### config.mk
export PLATFORM = sky130hd
export DESIGN_NAME = instr_sequencer_flat
export DESIGN_NICKNAME = d
export VERILOG_FILES = /design/src/rtl/instr_sequencer_if.sv /design/src/rtl/instr_sequencer.sv /design/src/flat_wrapper.sv
export SDC_FILE = /design/constraint.sdc
export NUM_CORES = 1
export LEC_CHECK = 0
export CAP_MARGIN = 0
export CORE_ASPECT_RATIO = 0.9
export CORE_UTILIZATION = 37
export CTS_CLUSTER_DIAMETER = 120
export DETAILED_ROUTE_END_ITERATION = 8
export PLACE_DENSITY = 0.9
export SYNTH_ARGS = -nofsm -noshare
export SYNTH_HDL_FRONTEND = slang
export SYNTH_SLANG_ARGS = --single-unit
### constraint.sdc
create_clock -name clk -period 2.3 [get_ports clk]
set_input_delay 0.23 -clock clk [delete_from_list [all_inputs] [get_ports clk]]
set_output_delay 0.23 -clock clk [all_outputs]
set_load 0.05 [all_outputs]
### src/rtl/instr_sequencer_if.sv
// Bundle of the sequencer's run control, instruction-memory, execute-unit and PC signals.
//   master : sequencer side (drives imem_req/imem_addr, instr/instr_valid, pc_* and status)
//   slave  : environment side (drives run, pc_addr, imem_ack/imem_rdata, exec_done, br_*)
interface instr_sequencer_if #(
  parameter int unsigned ADDR_W  = 9,
  parameter int unsigned INSTR_W = 16
);
  logic               run;
  logic [ADDR_W-1:0]  pc_addr;
  logic               imem_req;
  logic [ADDR_W-1:0]  imem_addr;
  logic               imem_ack;
  logic [INSTR_W-1:0] imem_rdata;
  logic [INSTR_W-1:0] instr;
  logic               instr_valid;
  logic               exec_done;
  logic               br_taken;
  logic [ADDR_W-1:0]  br_target;
  logic               pc_en;
  logic               pc_branch_en;
  logic [ADDR_W-1:0]  pc_next_addr;
  logic               halted;
  logic               fault;

  modport master (
    input  run, pc_addr, imem_ack, imem_rdata, exec_done, br_taken, br_target,
    output imem_req, imem_addr, instr, instr_valid, pc_en, pc_branch_en, pc_next_addr,
           halted, fault
  );

  modport slave (
    output run, pc_addr, imem_ack, imem_rdata, exec_done, br_taken, br_target,
    input  imem_req, imem_addr, instr, instr_valid, pc_en, pc_branch_en, pc_next_addr,
           halted, fault
  );
endinterface

### src/rtl/instr_sequencer.sv
// Fetch/execute sequencer driving the program counter's en / branch_en / next-address inputs.
// Each instruction runs IDLE/ADVANCE -> FETCH (req/ack with memory) -> EXEC (wait for the
// execute unit) -> ADVANCE (one pc_en pulse, increment or branch). A fetch that sees no ack
// for WAIT_MAX cycles parks the sequencer in a sticky FAULT state until rst.
// Ports:
//   clk, rst : clock and synchronous active-high reset (shared with the PC)
//   step     : single-step request, present only when SEQ_SINGLE_STEP_EN is defined
//   bus      : instr_sequencer_if.master (run, PC, memory, execute-unit and status signals)
// Optional feature macro: SEQ_SINGLE_STEP_EN (adds the step port; default build omits it).
module instr_sequencer #(
  parameter int unsigned ADDR_W   = 9,
  parameter int unsigned INSTR_W  = 16,
  parameter int unsigned WAIT_MAX = 15
) (
  input logic              clk,
  input logic              rst,
`ifdef SEQ_SINGLE_STEP_EN
  input logic              step,
`endif
  instr_sequencer_if.master bus
);

  localparam int unsigned CntW = (WAIT_MAX < 2) ? 1 : $clog2(WAIT_MAX);

  typedef enum logic [2:0] {StIdle, StFetch, StExec, StAdvance, StFault} state_e;

  state_e             state_q, state_d;
  logic [CntW-1:0]    wait_cnt_q, wait_cnt_d;
  logic               step_mode_q, step_mode_d;
  logic               step_start;
  logic               imem_req_q;
  logic [INSTR_W-1:0] instr_q;
  logic               instr_valid_q;
  logic               pc_en_q;
  logic               pc_branch_en_q;
  logic [ADDR_W-1:0]  pc_next_addr_q;
  logic               halted_q;
  logic               fault_q;

`ifdef SEQ_SINGLE_STEP_EN
  assign step_start = step & ~bus.run;
`else
  assign step_start = 1'b0;
`endif

  always_comb begin
    state_d     = state_q;
    wait_cnt_d  = wait_cnt_q;
    step_mode_d = step_mode_q;
    unique case (state_q)
      StIdle: begin
        if (bus.run) begin
          state_d     = StFetch;
          wait_cnt_d  = '0;
          step_mode_d = 1'b0;
        end else if (step_start) begin
          state_d     = StFetch;
          wait_cnt_d  = '0;
          step_mode_d = 1'b1;
        end
      end
      StFetch: begin
        // An ack on the last allowed cycle beats the timeout.
        if (bus.imem_ack) begin
          state_d = StExec;
        end else if (WAIT_MAX != 0) begin
          if (wait_cnt_q == CntW'(WAIT_MAX - 1)) begin
            state_d = StFault;
          end else begin
            wait_cnt_d = wait_cnt_q + CntW'(1);
          end
        end
      end
      StExec: begin
        if (bus.exec_done) state_d = StAdvance;
      end
      StAdvance: begin
        if (bus.run && !step_mode_q) begin
          state_d    = StFetch;
          wait_cnt_d = '0;
        end else begin
          state_d     = StIdle;
          step_mode_d = 1'b0;
        end
      end
      StFault: state_d = StFault;
      default: state_d = StIdle;
    endcase
  end

  // Outputs are registered from the next state so they line up with the state they describe.
  always_ff @(posedge clk) begin
    if (rst) begin
      state_q        <= StIdle;
      wait_cnt_q     <= '0;
      step_mode_q    <= 1'b0;
      imem_req_q     <= 1'b0;
      instr_q        <= '0;
      instr_valid_q  <= 1'b0;
      pc_en_q        <= 1'b0;
      pc_branch_en_q <= 1'b0;
      pc_next_addr_q <= '0;
      halted_q       <= 1'b1;
      fault_q        <= 1'b0;
    end else begin
      state_q       <= state_d;
      wait_cnt_q    <= wait_cnt_d;
      step_mode_q   <= step_mode_d;
      imem_req_q    <= (state_d == StFetch);
      instr_valid_q <= (state_q == StFetch) && (state_d == StExec);
      pc_en_q       <= (state_d == StAdvance);
      halted_q      <= (state_d == StIdle) || (state_d == StFault);
      fault_q       <= (state_d == StFault);
      if ((state_q == StFetch) && bus.imem_ack) instr_q <= bus.imem_rdata;
      // Branch info is captured with exec_done and presented only during ADVANCE.
      if ((state_q == StExec) && bus.exec_done) begin
        pc_branch_en_q <= bus.br_taken;
        pc_next_addr_q <= bus.br_taken ? bus.br_target : '0;
      end else begin
        pc_branch_en_q <= 1'b0;
        pc_next_addr_q <= '0;
      end
    end
  end

  // The PC updates on the edge that ends ADVANCE, so the address is passed through (gated by
  // the registered req) to let the very first FETCH cycle present the updated PC.
  assign bus.imem_addr    = imem_req_q ? bus.pc_addr : '0;
  assign bus.imem_req     = imem_req_q;
  assign bus.instr        = instr_q;
  assign bus.instr_valid  = instr_valid_q;
  assign bus.pc_en        = pc_en_q;
  assign bus.pc_branch_en = pc_branch_en_q;
  assign bus.pc_next_addr = pc_next_addr_q;
  assign bus.halted       = halted_q;
  assign bus.fault        = fault_q;

endmodule

### src/flat_wrapper.sv
// flat-port wrapper written by rule: the top's interface ports become plain ports
module instr_sequencer_flat 
#(
  parameter int unsigned ADDR_W   = 9,
  parameter int unsigned INSTR_W  = 16,
  parameter int unsigned WAIT_MAX = 15
)
  (clk, rst, bus_run, bus_pc_addr, bus_imem_ack, bus_imem_rdata, bus_exec_done, bus_br_taken, bus_br_target, bus_imem_req, bus_imem_addr, bus_instr, bus_instr_valid, bus_pc_en, bus_pc_branch_en, bus_pc_next_addr, bus_halted, bus_fault);
  instr_sequencer_if #(.ADDR_W(ADDR_W), .INSTR_W(INSTR_W)) bus_i ();
  input logic clk;
  input logic rst;
  input wire logic [$bits(bus_i.run)-1:0] bus_run;
  input wire logic [$bits(bus_i.pc_addr)-1:0] bus_pc_addr;
  input wire logic [$bits(bus_i.imem_ack)-1:0] bus_imem_ack;
  input wire logic [$bits(bus_i.imem_rdata)-1:0] bus_imem_rdata;
  input wire logic [$bits(bus_i.exec_done)-1:0] bus_exec_done;
  input wire logic [$bits(bus_i.br_taken)-1:0] bus_br_taken;
  input wire logic [$bits(bus_i.br_target)-1:0] bus_br_target;
  output wire logic [$bits(bus_i.imem_req)-1:0] bus_imem_req;
  output wire logic [$bits(bus_i.imem_addr)-1:0] bus_imem_addr;
  output wire logic [$bits(bus_i.instr)-1:0] bus_instr;
  output wire logic [$bits(bus_i.instr_valid)-1:0] bus_instr_valid;
  output wire logic [$bits(bus_i.pc_en)-1:0] bus_pc_en;
  output wire logic [$bits(bus_i.pc_branch_en)-1:0] bus_pc_branch_en;
  output wire logic [$bits(bus_i.pc_next_addr)-1:0] bus_pc_next_addr;
  output wire logic [$bits(bus_i.halted)-1:0] bus_halted;
  output wire logic [$bits(bus_i.fault)-1:0] bus_fault;
  assign bus_i.run = bus_run;
  assign bus_i.pc_addr = bus_pc_addr;
  assign bus_i.imem_ack = bus_imem_ack;
  assign bus_i.imem_rdata = bus_imem_rdata;
  assign bus_i.exec_done = bus_exec_done;
  assign bus_i.br_taken = bus_br_taken;
  assign bus_i.br_target = bus_br_target;
  assign bus_imem_req = bus_i.imem_req;
  assign bus_imem_addr = bus_i.imem_addr;
  assign bus_instr = bus_i.instr;
  assign bus_instr_valid = bus_i.instr_valid;
  assign bus_pc_en = bus_i.pc_en;
  assign bus_pc_branch_en = bus_i.pc_branch_en;
  assign bus_pc_next_addr = bus_i.pc_next_addr;
  assign bus_halted = bus_i.halted;
  assign bus_fault = bus_i.fault;
  instr_sequencer #(.ADDR_W(ADDR_W), .INSTR_W(INSTR_W), .WAIT_MAX(WAIT_MAX)) u_core (.clk(clk), .rst(rst), .bus(bus_i));
endmodule
Word level (Yosys, flattened, before mapping) --
Cells that the tools add are included. W data, S select, Z words.
Storage, ports and cells: input port bits 40, output and inout bits 40, register bits 39
Operators by class: add/sub/neg operators 1, equal/unequal tests 14, reduce and logical (&&, ||, !) cells 14, multiplexer cells 15, bitwise operators 2
Operators by type and width (count):
- $mux W4 | 4
- $pmux W3 S5 | 1
- $eq A3 B2 Y1 const B | 4
- $mux W3 | 4
- $pmux W4 S3 | 1
- $mux W9 | 1
- $ne A2 B2 Y1 const B | 4
- $eq A3 B1 Y1 const B | 2
- $eq A3 B3 Y1 const B | 2
- $logic_not A3 Y1 | 2
- $reduce_and A5 Y1 | 1
- $add A4 B1 Y4 const B | 1
- $eq A4 B4 Y1 const B | 1
- $logic_and A1 B1 Y1 | 4
- $mux W1 | 3
- $reduce_and A3 Y1 | 1
- $reduce_bool A3 Y1 | 1
- $reduce_or A3 Y1 | 1
- $ne A2 B1 Y1 const B | 1
- $not A1 Y1 | 2
- $pmux W1 S2 | 1
- $reduce_bool A2 Y1 | 1
- $reduce_or A2 Y1 | 1
- $logic_not A1 Y1 | 1
- $logic_or A1 B1 Y1 | 1

Logic depth before layout (Yosys ltp) --
depth in word-level cells 6, mapped depth 6, depth with buffers taken out 5

Worst setup path before layout --
Ideal clock, no wire load.
path type register -> register, start register u_core.state_q[1], end register u_core.wait_cnt_q[3], setup slack 715 ps, period minus slack after synthesis 1585 ps, cell stages (with the launch flop) 6, arrival time 1515 ps, path buffers 2, cells stage by stage dfxtp_1 buf_6 or4b_1 buf_2 or3_1 a21oi_1
On the way: word-level cells in the longest chain between the ends 3, elaborated cells between the ends (all ways) 10
RTL lines:
- from (decl) | line instr_sequencer.sv:27 | state_e state_q, state_d;
- from (signal assigned) | line instr_sequencer.sv:94 | state_q <= StIdle;
- from (signal assigned) | line instr_sequencer.sv:106 | state_q <= state_d;
- $eq A3 B1 Y1 (tied with other cells) | line instr_sequencer.sv:50 | unique case (state_q)
- $ne A2 B2 Y1 (no line) (tied with other cells)
- $reduce_and A5 Y1 (no line)
- to (signal assigned) | line instr_sequencer.sv:107 | wait_cnt_q <= wait_cnt_d;
- to (decl) | line instr_sequencer.sv:28 | logic [CntW-1:0] wait_cnt_q, wait_cnt_d;
Parallel ways exist; a longest one is shown, timed or not. A chain may end at the register's enable or synchronous reset.

Worst setup path after layout --
start register u_core.imem_req_q (netlist: u_core.bus.imem_req), end output bus_imem_addr[7]
On the way: word-level cells in the longest chain between the ends 1
RTL lines:
- from (decl) | line instr_sequencer.sv:31 | logic imem_req_q;
- from (signal assigned) | line instr_sequencer.sv:109 | imem_req_q <= (state_d == StFetch);
- $mux W9 | line instr_sequencer.sv:128 | assign bus.imem_addr = imem_req_q ? bus.pc_addr : '0;
- to (decl) | line flat_wrapper.sv:20 | output wire logic [$bits(bus_i.imem_addr)-1:0] bus_imem_addr;
Every way passes these cells.

==> results.py <==
metrics = {
    "outcome": {
        "status": "finished, final reports clean",
    },
    "die": {
        "die_h_um": 60.6,
        "core_area_um2": 3500,
        "io_pins": 80,
        "rows": 20,
        "dieArea_um2": 4070,
        "initial_core_util_pct": 40.4,
        "die_width_um": 67.2,
    },
    "timing": {
        "max-slew-margin-rel_pct": 64.8,
        "worst_pin_slew_ns": 0.526,
        "rsz0062_at_grt": "false",
        "fin_crit_sh_pct": 82.6,
        "finalMaxSlewViolations": 0,
        "timing.fmax_mhz": 526,
        "finalHoldViolCount": 0,
        "setup_viol": 0,
        "skew_ns": 0.00289,
        "min_period_ns": 1.90,
        "setup-tns-final_ns": 0,
    },
    "route": {
        "vias": 1354,
        "wl_per_cell_um": 12.5,
        "drc": 0,
        "vias_per_cell": 4.84,
        "final_antenna_net_count": 0,
        "drtPass1Iterations": 4,
        "drt_iter0_markers": 8,
        "wl_um": 3490,
    },
    "synth": {
        "avgSynthCellArea_um2": 9.01,
        "synth_top_area_cell": "dfxtp_1",
        "synth_seq_cells": 38,
        "netlist.area_leader.share_pct": 53.8,
        "seq_area_frac_synth_pct": 53.8,
        "syn-num-nets": 199,
        "ys_warn_count": 0,
        "synthDistinctLibCells": 31,
        "syn-instance-count": 157,
        "yosys-top-cells-area": "dfxtp_1, nand2_1, and2_1",
        "synth_area_um2": 1410,
    },
    "cts": {
        "postCtsSetupBuffers": 0,
        "clock_latency_ns": 0.28,
        "cts_max_level": 2,
        "clkSinkCount": 38,
        "post_cts_resized": 0,
        "cts_root_buffer": "clkbuf_8",
        "clkTransAtPathRegs_ns": 0.07,
        "hold_buffers": 0,
        "clockBufferDepth": 2,
        "numCtsBuffers": 5,
        "cts_tree": "yes",
    },
    "final_layout": {
        "diodes": 0,
        "areaGrowthSynthToFinish_pct": 65.1,
        "mostFrequentLayoutCell": "clkdlybuf4s50_1",
        "layout_common_cells": "clkdlybuf4s50_1, dfxtp_1, nand2_1",
        "fillCellCount": 305,
        "drive_gt1_share_pct": 6.36,
        "nets": 277,
    },
    "critical_path": {
        "startpoint_type": "flip-flop",
        "critPathKind": "flip-flop to output port",
        "endpoint_kind": "output port",
        "cp.required_ns": 2.07,
        "path_max_fanout": 10,
        "cp.arrival_ns": 1.67,
    },
    "pwr": {
        "p_per_area_nw_per_um2": 650,
        "vdd_drop_max_mv": 0.319,
        "p_leak_nw": 0.846,
        "totalPowerFinal_w": 0.00152,
    },
    "grt": {
        "antenna_found_initial": 0,
        "grt_pass1_wl_um": 5330,
        "grt_pass1_vias": 1297,
        "use_met1_pct": 16.4,
        "grt_max_degree": 20,
        "grt_overflow_total": 0,
        "grtUsageMet2_pct": 32.3,
        "grt.busiest_layer": "met2",
        "grt_use_total_pct": 18.0,
        "grt_use_met3_pct": 8.08,
    },
    "placement": {
        "gp_congestion": 0.746,
        "numPortBuffers": 79,
        "dp_hpwl_um": 2640,
    },
    "job": {
        "drv_cap": 0,
    },
    "worst_hold_path": {
        "hold_class": "flip-flop to flip-flop",
    },
}
[worst max-delay path, cell delays in order (launching register included)]
cell             delay, ns
dfxtp_1               0.43
and2_1                0.16
clkdlybuf4s50_1       0.80
[flip-flops by register name, indices dropped and copies added, names as in the netlist]
| signal | cells |
|---|---|
| u_core.bus.halted | 1 |
| u_core.state_q | 3 |
| u_core.wait_cnt_q | 4 |
| u_core.bus.imem_req | 1 |
| u_core.bus.instr_valid | 1 |
| u_core.bus.fault | 1 |
| u_core.bus.instr | 16 |
| u_core.bus.pc_branch_en | 1 |
| u_core.bus.pc_en | 1 |
| u_core.bus.pc_next_addr | 9 |
[per-stage QoR]
step	setup WS [ns]	hold WS (ns)	cells	area, µm²	util, %
6_report	0.400	0.453	280	2330	66.6
5_1_grt	0.302	0.482	280	2330	66.6
4_1_cts	0.370	0.457	280	2330	66.6
3_5_place_dp	0.349	0.447	272	2240	63.9
3_3_place_gp	0.413	0.441	272	2240	63.9
2_1_floorplan	0.715	0.352	157	1410	-
[synthesized netlist by cell type]
cell type / instances
or2_1: 1
nor4bb_1: 1
or3_1: 3
o21ai_1: 2
a21oi_1: 19
nor3_1: 4
o2bb2ai_1: 1
nand4bb_1: 1
dfxtp_1: 38
or4b_1: 1
nor2_1: 2
ha_1: 2
nand2_1: 32
nand3_1: 2
a21boi_0: 1
buf_2: 3
nand2b_1: 1
xnor2_1: 1
buf_6: 1
a31o_2: 1
and2_1: 18
clkbuf_1: 8
nor4_1: 1
nor4b_2: 1
nand3b_1: 2
o31ai_1: 2
a2bb2oi_1: 1
nor3b_1: 1
and3_1: 2
o32ai_1: 1
inv_1: 3
[routing by layer]
metal | wire (µm) | part of all wire (%)
met1 | 1330 | 38
met2 | 1640 | 47
met3 | 426 | 12
met4 | 97 | 2.8
met5 | 0 | 0
[power breakdown]
part,internal [W],switching (W)
Sequential,0.000686,0.0000223
Clock,0.000241,0.000223
Combinational,0.000153,0.000192
Total,0.00108,0.000438
[kinds of logic after synthesis]
group,count (synthesis),synth area share (%)
and+or+nand+nor,73,27.5
DFF,38,53.8
AOI/OAI and AO/OA,28,11.5
buffers and inverters,15,4.78
adders and majority gates,2,1.77
xor gates and xnor gates,1,0.620
[final timing paths]
| kind | cells after the start | slack (ns) | endpoint | startpoint |
|---|---|---|---|---|
| setup / recovery | 2 | 0.40 | bus_imem_addr[7] | u_core.bus.imem_req |
| hold / removal | 2 | 0.45 | u_core.bus.instr[14] | u_core.bus.instr[14] |
| setup reg to reg | 3 | 0.59 | u_core.wait_cnt_q[3] | u_core.state_q[1] |
| hold reg to reg | 2 | 0.45 | u_core.bus.instr[14] | u_core.bus.instr[14] |
[layout make-up]
class / count / area, µm² / share of cell area [%]
sequential: 38 / 761 / 32.6
clock buffer: 6 / 82.6 / 3.54
tap: 44 / 55.1 / 2.36
inverter: 3 / 11.3 / 0.482
clock inverter: 2 / 12.5 / 0.536
multi-input combinational: 104 / 592 / 25.3
timing repair buffer: 83 / 821 / 35.2
No activity file was read; power rests on OpenSTA's default activity.
